**config.mk**
```make
export PLATFORM = sky130hd
export DESIGN_NAME = ram_arbiter_2x_flat
export DESIGN_NICKNAME = d
export VERILOG_FILES = /design/src/rtl/ram_arbiter_2x_if.sv /design/src/rtl/ram_arbiter_2x.sv /design/src/flat_wrapper.sv
export SDC_FILE = /design/constraint.sdc
export NUM_CORES = 1
export LEC_CHECK = 0
export CAP_MARGIN = 5
export CORE_ASPECT_RATIO = 1.2
export CORE_MARGIN = 2
export CORE_UTILIZATION = 24
export DETAILED_ROUTE_END_ITERATION = 8
export HOLD_SLACK_MARGIN = 0.15
export PLACE_DENSITY = 0.49
export RECOVER_POWER = 25
export REMOVE_ABC_BUFFERS = 1
export SETUP_SLACK_MARGIN = 0.1
export SLEW_MARGIN = 20
export SYNTH_ARGS = -nofsm -noshare
export SYNTH_HDL_FRONTEND = slang
export SYNTH_SLANG_ARGS = --single-unit
```
**constraint.sdc**
```tcl
create_clock -name clk -period 1.7 [get_ports clk]
set_clock_uncertainty 0.05 [all_clocks]
set_input_delay 0.34 -clock clk [delete_from_list [all_inputs] [get_ports clk]]
set_output_delay 0.34 -clock clk [all_outputs]
set_load 0.01 [all_outputs]
```
**src/rtl/ram_arbiter_2x_if.sv**
```systemverilog
// ram_arbiter_2x_if: two-requester command/response bus plus the single-port RAM side.
interface ram_arbiter_2x_if #(
  parameter int ADDR_WIDTH = 6,
  parameter int DATA_WIDTH = 8
);
  logic                  req0, we0, gnt0, rvalid0, wdone0;
  logic [ADDR_WIDTH-1:0] addr0;
  logic [DATA_WIDTH-1:0] wdata0;
  logic                  req1, we1, gnt1, rvalid1, wdone1;
  logic [ADDR_WIDTH-1:0] addr1;
  logic [DATA_WIDTH-1:0] wdata1;
  logic [DATA_WIDTH-1:0] rdata;
  logic                  busy;
  logic                  ram_we;
  logic [ADDR_WIDTH-1:0] ram_addr;
  logic [DATA_WIDTH-1:0] ram_data;
  logic [DATA_WIDTH-1:0] ram_y;
  modport slave (
    input  req0, we0, addr0, wdata0, req1, we1, addr1, wdata1, ram_y,
    output gnt0, rvalid0, wdone0, gnt1, rvalid1, wdone1, rdata, busy, ram_we, ram_addr, ram_data
  );
  modport master (
    output req0, we0, addr0, wdata0, req1, we1, addr1, wdata1, ram_y,
    input  gnt0, rvalid0, wdone0, gnt1, rvalid1, wdone1, rdata, busy, ram_we, ram_addr, ram_data
  );
endinterface

```
**src/rtl/ram_arbiter_2x.sv**
```systemverilog
// ram_arbiter_2x: round-robin arbiter sequencing two requesters onto a single-port latched-address RAM.
module ram_arbiter_2x #(
  parameter int ADDR_WIDTH = 6,
  parameter int DATA_WIDTH = 8
) (
  input logic clk,
  input logic rst,
  ram_arbiter_2x_if.slave bus
);
  typedef enum logic [1:0] {IDLE, ADDR, WR, RD} state_t;
  state_t                r_state, w_next;
  logic                  r_prio, r_owner, r_we;
  logic [ADDR_WIDTH-1:0] r_addr;
  logic [DATA_WIDTH-1:0] r_wdata, r_rdata;
  logic [1:0]            r_gnt, r_rvalid, r_wdone;
  logic                  w_any, w_win;
  assign w_any = bus.req0 | bus.req1;
  // on contention the pointer names the requester that did not win last
  assign w_win = (bus.req0 & bus.req1) ? r_prio : bus.req1;
  always_ff @(posedge clk or posedge rst)
    if (rst) r_state <= IDLE;
    else     r_state <= w_next;
  always_comb begin
    w_next = IDLE;
    case (r_state)
      IDLE:    w_next = w_any ? ADDR : IDLE;
      ADDR:    w_next = r_we ? WR : RD;
      default: w_next = IDLE;
    endcase
  end
  always_ff @(posedge clk or posedge rst)
    if (rst) begin
      r_prio   <= 1'b0;
      r_owner  <= 1'b0;
      r_we     <= 1'b0;
      r_addr   <= '0;
      r_wdata  <= '0;
      r_rdata  <= '0;
      r_gnt    <= '0;
      r_rvalid <= '0;
      r_wdone  <= '0;
    end else begin
      r_gnt    <= '0;
      r_rvalid <= '0;
      r_wdone  <= '0;
      if (r_state == IDLE && w_any) begin
        r_gnt[w_win] <= 1'b1;
        r_owner      <= w_win;
        r_prio       <= ~w_win;
        r_we         <= w_win ? bus.we1 : bus.we0;
        r_addr       <= w_win ? bus.addr1 : bus.addr0;
        r_wdata      <= w_win ? bus.wdata1 : bus.wdata0;
      end
      if (r_state == WR) r_wdone[r_owner] <= 1'b1;
      if (r_state == RD) begin
        r_rvalid[r_owner] <= 1'b1;
        r_rdata           <= bus.ram_y;
      end
    end
  assign bus.gnt0     = r_gnt[0];
  assign bus.gnt1     = r_gnt[1];
  assign bus.rvalid0  = r_rvalid[0];
  assign bus.rvalid1  = r_rvalid[1];
  assign bus.wdone0   = r_wdone[0];
  assign bus.wdone1   = r_wdone[1];
  assign bus.rdata    = r_rdata;
  assign bus.busy     = r_state != IDLE;
  assign bus.ram_we   = r_state == WR;
  assign bus.ram_addr = r_addr;
  assign bus.ram_data = r_wdata;
endmodule

```
**src/flat_wrapper.sv**
```systemverilog
// flat-port wrapper written by rule: the top's interface ports become plain ports
module ram_arbiter_2x_flat 
#(
  parameter int ADDR_WIDTH = 6,
  parameter int DATA_WIDTH = 8
)
  (clk, rst, bus_req0, bus_we0, bus_addr0, bus_wdata0, bus_req1, bus_we1, bus_addr1, bus_wdata1, bus_ram_y, bus_gnt0, bus_rvalid0, bus_wdone0, bus_gnt1, bus_rvalid1, bus_wdone1, bus_rdata, bus_busy, bus_ram_we, bus_ram_addr, bus_ram_data);
  ram_arbiter_2x_if #(.ADDR_WIDTH(ADDR_WIDTH), .DATA_WIDTH(DATA_WIDTH)) bus_i ();
  input logic clk;
  input logic rst;
  input wire logic [$bits(bus_i.req0)-1:0] bus_req0;
  input wire logic [$bits(bus_i.we0)-1:0] bus_we0;
  input wire logic [$bits(bus_i.addr0)-1:0] bus_addr0;
  input wire logic [$bits(bus_i.wdata0)-1:0] bus_wdata0;
  input wire logic [$bits(bus_i.req1)-1:0] bus_req1;
  input wire logic [$bits(bus_i.we1)-1:0] bus_we1;
  input wire logic [$bits(bus_i.addr1)-1:0] bus_addr1;
  input wire logic [$bits(bus_i.wdata1)-1:0] bus_wdata1;
  input wire logic [$bits(bus_i.ram_y)-1:0] bus_ram_y;
  output wire logic [$bits(bus_i.gnt0)-1:0] bus_gnt0;
  output wire logic [$bits(bus_i.rvalid0)-1:0] bus_rvalid0;
  output wire logic [$bits(bus_i.wdone0)-1:0] bus_wdone0;
  output wire logic [$bits(bus_i.gnt1)-1:0] bus_gnt1;
  output wire logic [$bits(bus_i.rvalid1)-1:0] bus_rvalid1;
  output wire logic [$bits(bus_i.wdone1)-1:0] bus_wdone1;
  output wire logic [$bits(bus_i.rdata)-1:0] bus_rdata;
  output wire logic [$bits(bus_i.busy)-1:0] bus_busy;
  output wire logic [$bits(bus_i.ram_we)-1:0] bus_ram_we;
  output wire logic [$bits(bus_i.ram_addr)-1:0] bus_ram_addr;
  output wire logic [$bits(bus_i.ram_data)-1:0] bus_ram_data;
  assign bus_i.req0 = bus_req0;
  assign bus_i.we0 = bus_we0;
  assign bus_i.addr0 = bus_addr0;
  assign bus_i.wdata0 = bus_wdata0;
  assign bus_i.req1 = bus_req1;
  assign bus_i.we1 = bus_we1;
  assign bus_i.addr1 = bus_addr1;
  assign bus_i.wdata1 = bus_wdata1;
  assign bus_i.ram_y = bus_ram_y;
  assign bus_gnt0 = bus_i.gnt0;
  assign bus_rvalid0 = bus_i.rvalid0;
  assign bus_wdone0 = bus_i.wdone0;
  assign bus_gnt1 = bus_i.gnt1;
  assign bus_rvalid1 = bus_i.rvalid1;
  assign bus_wdone1 = bus_i.wdone1;
  assign bus_rdata = bus_i.rdata;
  assign bus_busy = bus_i.busy;
  assign bus_ram_we = bus_i.ram_we;
  assign bus_ram_addr = bus_i.ram_addr;
  assign bus_ram_data = bus_i.ram_data;
  ram_arbiter_2x #(.ADDR_WIDTH(ADDR_WIDTH), .DATA_WIDTH(DATA_WIDTH)) u_core (.clk(clk), .rst(rst), .bus(bus_i));
endmodule
```
# [Word level (Yosys, flattened, before mapping)]
# Cells that the tools add are included.
[word_totals] input_bits=42 register_bits=33 out_inout_bits=30 wordCells=39
[classes] magnitude_cmp=4 n_reduce_logical=5 mux=14 bitwise=3 n_eq_ne=3
[op_table] op="2-to-1 mux 8 bit" count=1
[op_table] op="2-to-1 mux 1 bit" count=6
[op_table] op="2-to-1 mux 2 bit" count=3
[op_table] op="2-to-1 mux 6 bit" count=1
[op_table] op="== test 2 bit (second input constant)" count=2
[op_table] op="less-than comparator 1 x 2 -> 1 bit (second input constant)" count=2
[op_table] op="case mux 2 bit (2 select lines)" count=1
[op_table] op="logical AND 1 bit" count=3
[op_table] op="demux 1 bit (select 1 bit)" count=2
[op_table] op="== test 2 x 1 -> 1 bit (second input constant)" count=1
[op_table] op="greater-or-equal comparator 1 bit (second input constant)" count=2
[op_table] op="zero test 2 bit" count=1
[op_table] op="nonzero test 2 bit" count=1
[op_table] op="AND 1 bit" count=1
[op_table] op="inverter 1 bit" count=1
[op_table] op="bitwise OR 1 bit" count=1

# [Depth between registers and ports, before layout]
[logic_depth] depth_word=7 ltp_mapped=5 ltp_nobuf=4

# [Worst setup path before layout]
# No wires, ideal clock.
[synth_path] kind="flip-flop to flip-flop" startpoint="register u_core.r_state[1]" endpoint="register u_core.r_addr[0] (netlist: u_core.bus.ram_addr[0])" required_time_ns=1.519 slack_ns=0.420 setup_ns=0.131 arrival_time_ns=1.099 stages_incl_launch_ff=6 period_less_slack_ns=1.280 path_buffers=1 cell_sequence="dfrtp_1 nor2_4 inv_2 buf_6 a311oi_1 a2bb2oi_1"
[synth_via] elab_chain_len=2
[synth_rtl] item="start, declared" line="ram_arbiter_2x.sv:11" rtl="state_t r_state, w_next;"
[synth_rtl] item="start signal, assigned" line="ram_arbiter_2x.sv:22" rtl="else r_state <= w_next;"
[synth_rtl] item="zero test 2 bit" line="ram_arbiter_2x.sv:46" rtl="if (r_state == IDLE && w_any) begin"
[synth_rtl] item="logical AND 1 bit" line="ram_arbiter_2x.sv:46"
[synth_rtl] item="end signal, assigned" line="ram_arbiter_2x.sv:51" rtl="r_addr <= w_win ? bus.addr1 : bus.addr0;"
[synth_rtl] item="end, declared" line="ram_arbiter_2x.sv:13" rtl="logic [ADDR_WIDTH-1:0] r_addr;"
# Every way passes these cells.
# A chain may end at the register's enable or synchronous reset.

# [Final worst setup path]
[layout_path] startpoint="register u_core.r_wdata[7] (netlist: u_core.bus.ram_data[7])" endpoint="output bus_ram_data[7]"
[layout_lines] item="start, declared" line="ram_arbiter_2x.sv:14" rtl="logic [DATA_WIDTH-1:0] r_wdata, r_rdata;"
[layout_lines] item="start signal, assigned" line="ram_arbiter_2x.sv:52" rtl="r_wdata <= w_win ? bus.wdata1 : bus.wdata0;"
[layout_lines] item="end, declared" line="flat_wrapper.sv:30" rtl="output wire logic [$bits(bus_i.ram_data)-1:0] bus_ram_data;"
# No word-level cell between the ends.

==> metrics.md <==
| Metric | Value |
|---|---|
| Hold slack | approximately 0.44 ns |
| Synth area leaders | dfrtp_1 (56%), a2bb2oi_1 (7.7%), a311oi_1 (7.1%) |
| Area Overhead vs Synth | 65.51% |
| Area occupied by multi-input gates | roughly 570 sq um |
| Nets | 238 |
| Sequential share of power | about a third |
| DP Cell Count | about 270 |
| Crit-path max FO | 2 |
| Yosys warning count | 0 |
| Hold_sp | u_core.bus.rdata[4] |
| Crit path max-delay family | buffers and inverters |
| CTS Buf Count | 5 |
| Final Setup Violations | 0 |
| Die W | around 76 um |
| Critical path buffers and inverters | 1 |
| Fmax | ~640 MHz |
| FF+latch area | a little over 800 sq um |
| Critical R2R Launch | u_core.r_state[1] |
| Largest area contributor in the netlist | dfrtp_1 |
| Post-CTS Hold Fix Bufs | 0 |
| Rel. slew slack | ~44% |
| Max-cap violations | 0 |
| Total grt overflow | 0 |
| Pwr/cell area | 1621 nW/um^2 |
| HPWL after DPL | approximately 3100 um |
| Maximum vdd drop | 0.0008172 V |
| Core area | approximately 6000 sq um |
| Final Hold Fails | 0 |
| Detailed Route WL | roughly 4200 um |
| Hold WC Path Type | reg -> reg |
| Max clock buf depth | 2 |
| Critical path launch point | u_core.bus.ram_data[7] |
| Skew-Pair Late Insertion Delay | between 0.2 and 0.3 ns |
| Post-Syn Instances | roughly 120 |
| Unique masters post-synth | 28 |
| Worst Path Required | about 1.3 ns |
| RD Place Congestion | around 0.75 |
| Setup WS post-layout | ~0.13 ns |
| Hold Path Stages | 1 |
| CP endpoint kind | primary output |
| CP peak stage delay | ~0.54 ns |
| Share of cells above drive strength 1 | roughly 16% |
| Post-route ant nets | 0 |
| Row Count | 31 |
| Drt wl/cell | approximately 15 um |
| Clock share of power | 16.4% |
| Seq/Total Area, Yosys | between 50% and 60% |
| Overall routing resource usage | 13.01% |
| Minimum clock period after layout | about 1.6 ns |
| Status | finished, final reports clean |
| Switching share of total power | 33.54% |
| Fin cells | between 200 and 300 |
| Antenna violations before repair | 0 |
| Gate power share | between 40 and 50% |
| Sink Count | 33 |
| Fill cells | 579 |
| Pins Over Slew Limit | 0 |
| Antenna diodes | 0 |
| Worst r2r dst | u_core.bus.ram_data[3] |
| Vias per cell | around 4.6 |
| Place WS | -0.1237 ns |
| Slowest stage cell on the critical path | clkdlybuf4s50_1 |
| Hold endpoint | u_core.bus.rdata[4] |
| RSZ-0062 raised after global routing | true |
| DRT Pass-1 Iters | 4 |
| Post-synth top area share | roughly 56% |
| Crit path launch type | flip-flop |
| Drt drc | 0 |
| DR iter-0 viols | 30 |
| Net Switching | roughly 1.3 mW |
| Via count | between 1000 and 1500 |
| Reg clk slew, reported paths | roughly 0.07 ns |
| Die area | 6798 sq um |
| Die height | roughly 90 um |
| Pin count of the biggest net entering global routing | 34 |
| #FFs+latches synth | 33 |
| Vias in the first global route | 1389 |
| First-pass GRT wire length | around 6700 um |
| CTS tree | done |
| Slew @ Worst Pin | around 0.85 ns |
| R2r setup slk | ~0.24 ns |
| Starting Density | between 20% and 30% |
| Avg Inst Size Synth | 12.84 sq um |
| Crit path DAT | approximately 1.2 ns |
| R2r worst-path depth | 5 |
| Number of port buffers | between 70 and 80 |
| Io pins | 72 |
| WS Path Type | reg -> out |
| Pleak | ~1.1 nW |
| Synth Cell Area | 1476 sq um |
| Final period utilization | 92.18% |
| Int Power | ~2.6 mW |
| H-tree depth | 2 |
| Crit-path cells | clkdlybuf4s50_1 |
| CTS root buf | clkbuf_8 |
registers in the layout, indices dropped and copies added (netlist names):
register / cells
u_core.bus.ram_data: 8
u_core.bus.ram_addr: 6
u_core.r_owner: 1
u_core.bus.rdata: 8
u_core.r_state: 2
u_core.r_we: 1
u_core.r_gnt: 2
u_core.r_rvalid: 2
u_core.r_wdone: 2
u_core.r_prio: 1
layer usage:
metal	GRT usage (%)	wire length [um]
met5	0	0
met4	4.532	44
met3	4.260	331
met2	21.96	2201
met1	15.00	1638
cells in the mapped netlist:
master / instances
a21o_1: 1
a21oi_1: 2
a221o_1: 2
a2bb2oi_1: 13
a311oi_1: 12
a311oi_2: 1
and2_1: 1
and2b_4: 1
and3_1: 1
buf_2: 2
buf_4: 2
buf_6: 3
clkbuf_1: 1
dfrtp_1: 33
inv_1: 3
inv_2: 2
mux2_1: 7
mux2_2: 1
nand2_2: 1
nand2b_1: 1
nand2b_2: 1
nor2_1: 1
nor2_4: 3
nor2b_1: 2
nor3_4: 1
o2111a_1: 2
o21ai_0: 1
o21ai_1: 14
metrics by stage:
| stage | utilization, % | power [mW] | instance area [sq um] | TNS, ns |
|---|---|---|---|---|
| 6_report | 40.65 | 3.962 | 2444 | 0 |
| 5_1_grt | 40.65 | 4.255 | 2444 | 0 |
| 4_1_cts | 39.90 | 4.014 | 2399 | 0 |
| 3_5_place_dp | 38.13 | 3.354 | 2292 | -1.592 |
| 3_3_place_gp | 38.13 | 3.303 | 2292 | -0.9399 |
| 2_1_floorplan | - | 2.287 | 1414 | 0 |
worst max path at each step:
stage,to,depth (start not counted)
CTS,bus_ram_addr[5],1
finish,bus_ram_data[7],1
global route,bus_ram_we,2
floorplan,u_core.bus.ram_addr[0],4
detailed placement,u_core.bus.ram_data[0],5
global placement,u_core.bus.ram_data[2],4
final cells by class:
| class | instances | share of cell area, % |
|---|---|---|
| clock buffers | 7 | 3.943 |
| flip-flops and latches | 33 | 33.79 |
| repair buffers | 82 | 33.69 |
| inverters | 5 | 0.7681 |
| clock inverters | 1 | 0.2048 |
| multi-input cells | 69 | 23.40 |
| well taps | 82 | 4.199 |
cells by family (layout without fill, tap and decap cells):
| logic type | count (synthesis) | in the layout | share of synthesized area (%) |
|---|---|---|---|
| AO/OA/AOI/OAI | 48 | 48 | 25.00 |
| buffers and inverters | 13 | 95 | 5.508 |
| flip-flops | 33 | 33 | 55.93 |
| AND/OR/NAND/NOR | 13 | 13 | 7.459 |
| multiplexers | 8 | 8 | 6.102 |
what timing repair did:
item | CTS | global route
gates resized for setup | 9 | 12
endpoints found under the setup margin | 6 | 14
buffers inserted | 1 | 3
pin swaps | 1 | 1
power groups by stage:
stage	combinational, mW	clock [mW]	sequential, mW
after CTS	1.94	0.683	1.39
after floorplan	0.783	0	1.50
final	1.94	0.648	1.37
after global routing	2.12	0.710	1.42
after detailed placement	1.97	0	1.39
after global placement	1.92	0	1.38
placed cells by master, fill, tap and decap left out, types with 2 or more instances in the layout:
cell type,instances
a21oi_1,2
a221o_1,2
a2bb2oi_1,13
a311oi_1,12
buf_4,9
clkbuf_8,7
clkdlybuf4s15_1,2
clkdlybuf4s50_1,54
dfrtp_1,33
dlygate4sd2_1,4
dlymetal6s2s_1,10
inv_1,3
inv_2,2
mux2_1,7
nor2_4,3
o2111a_1,2
o21ai_1,14
(Power assumes the default switching activity.)
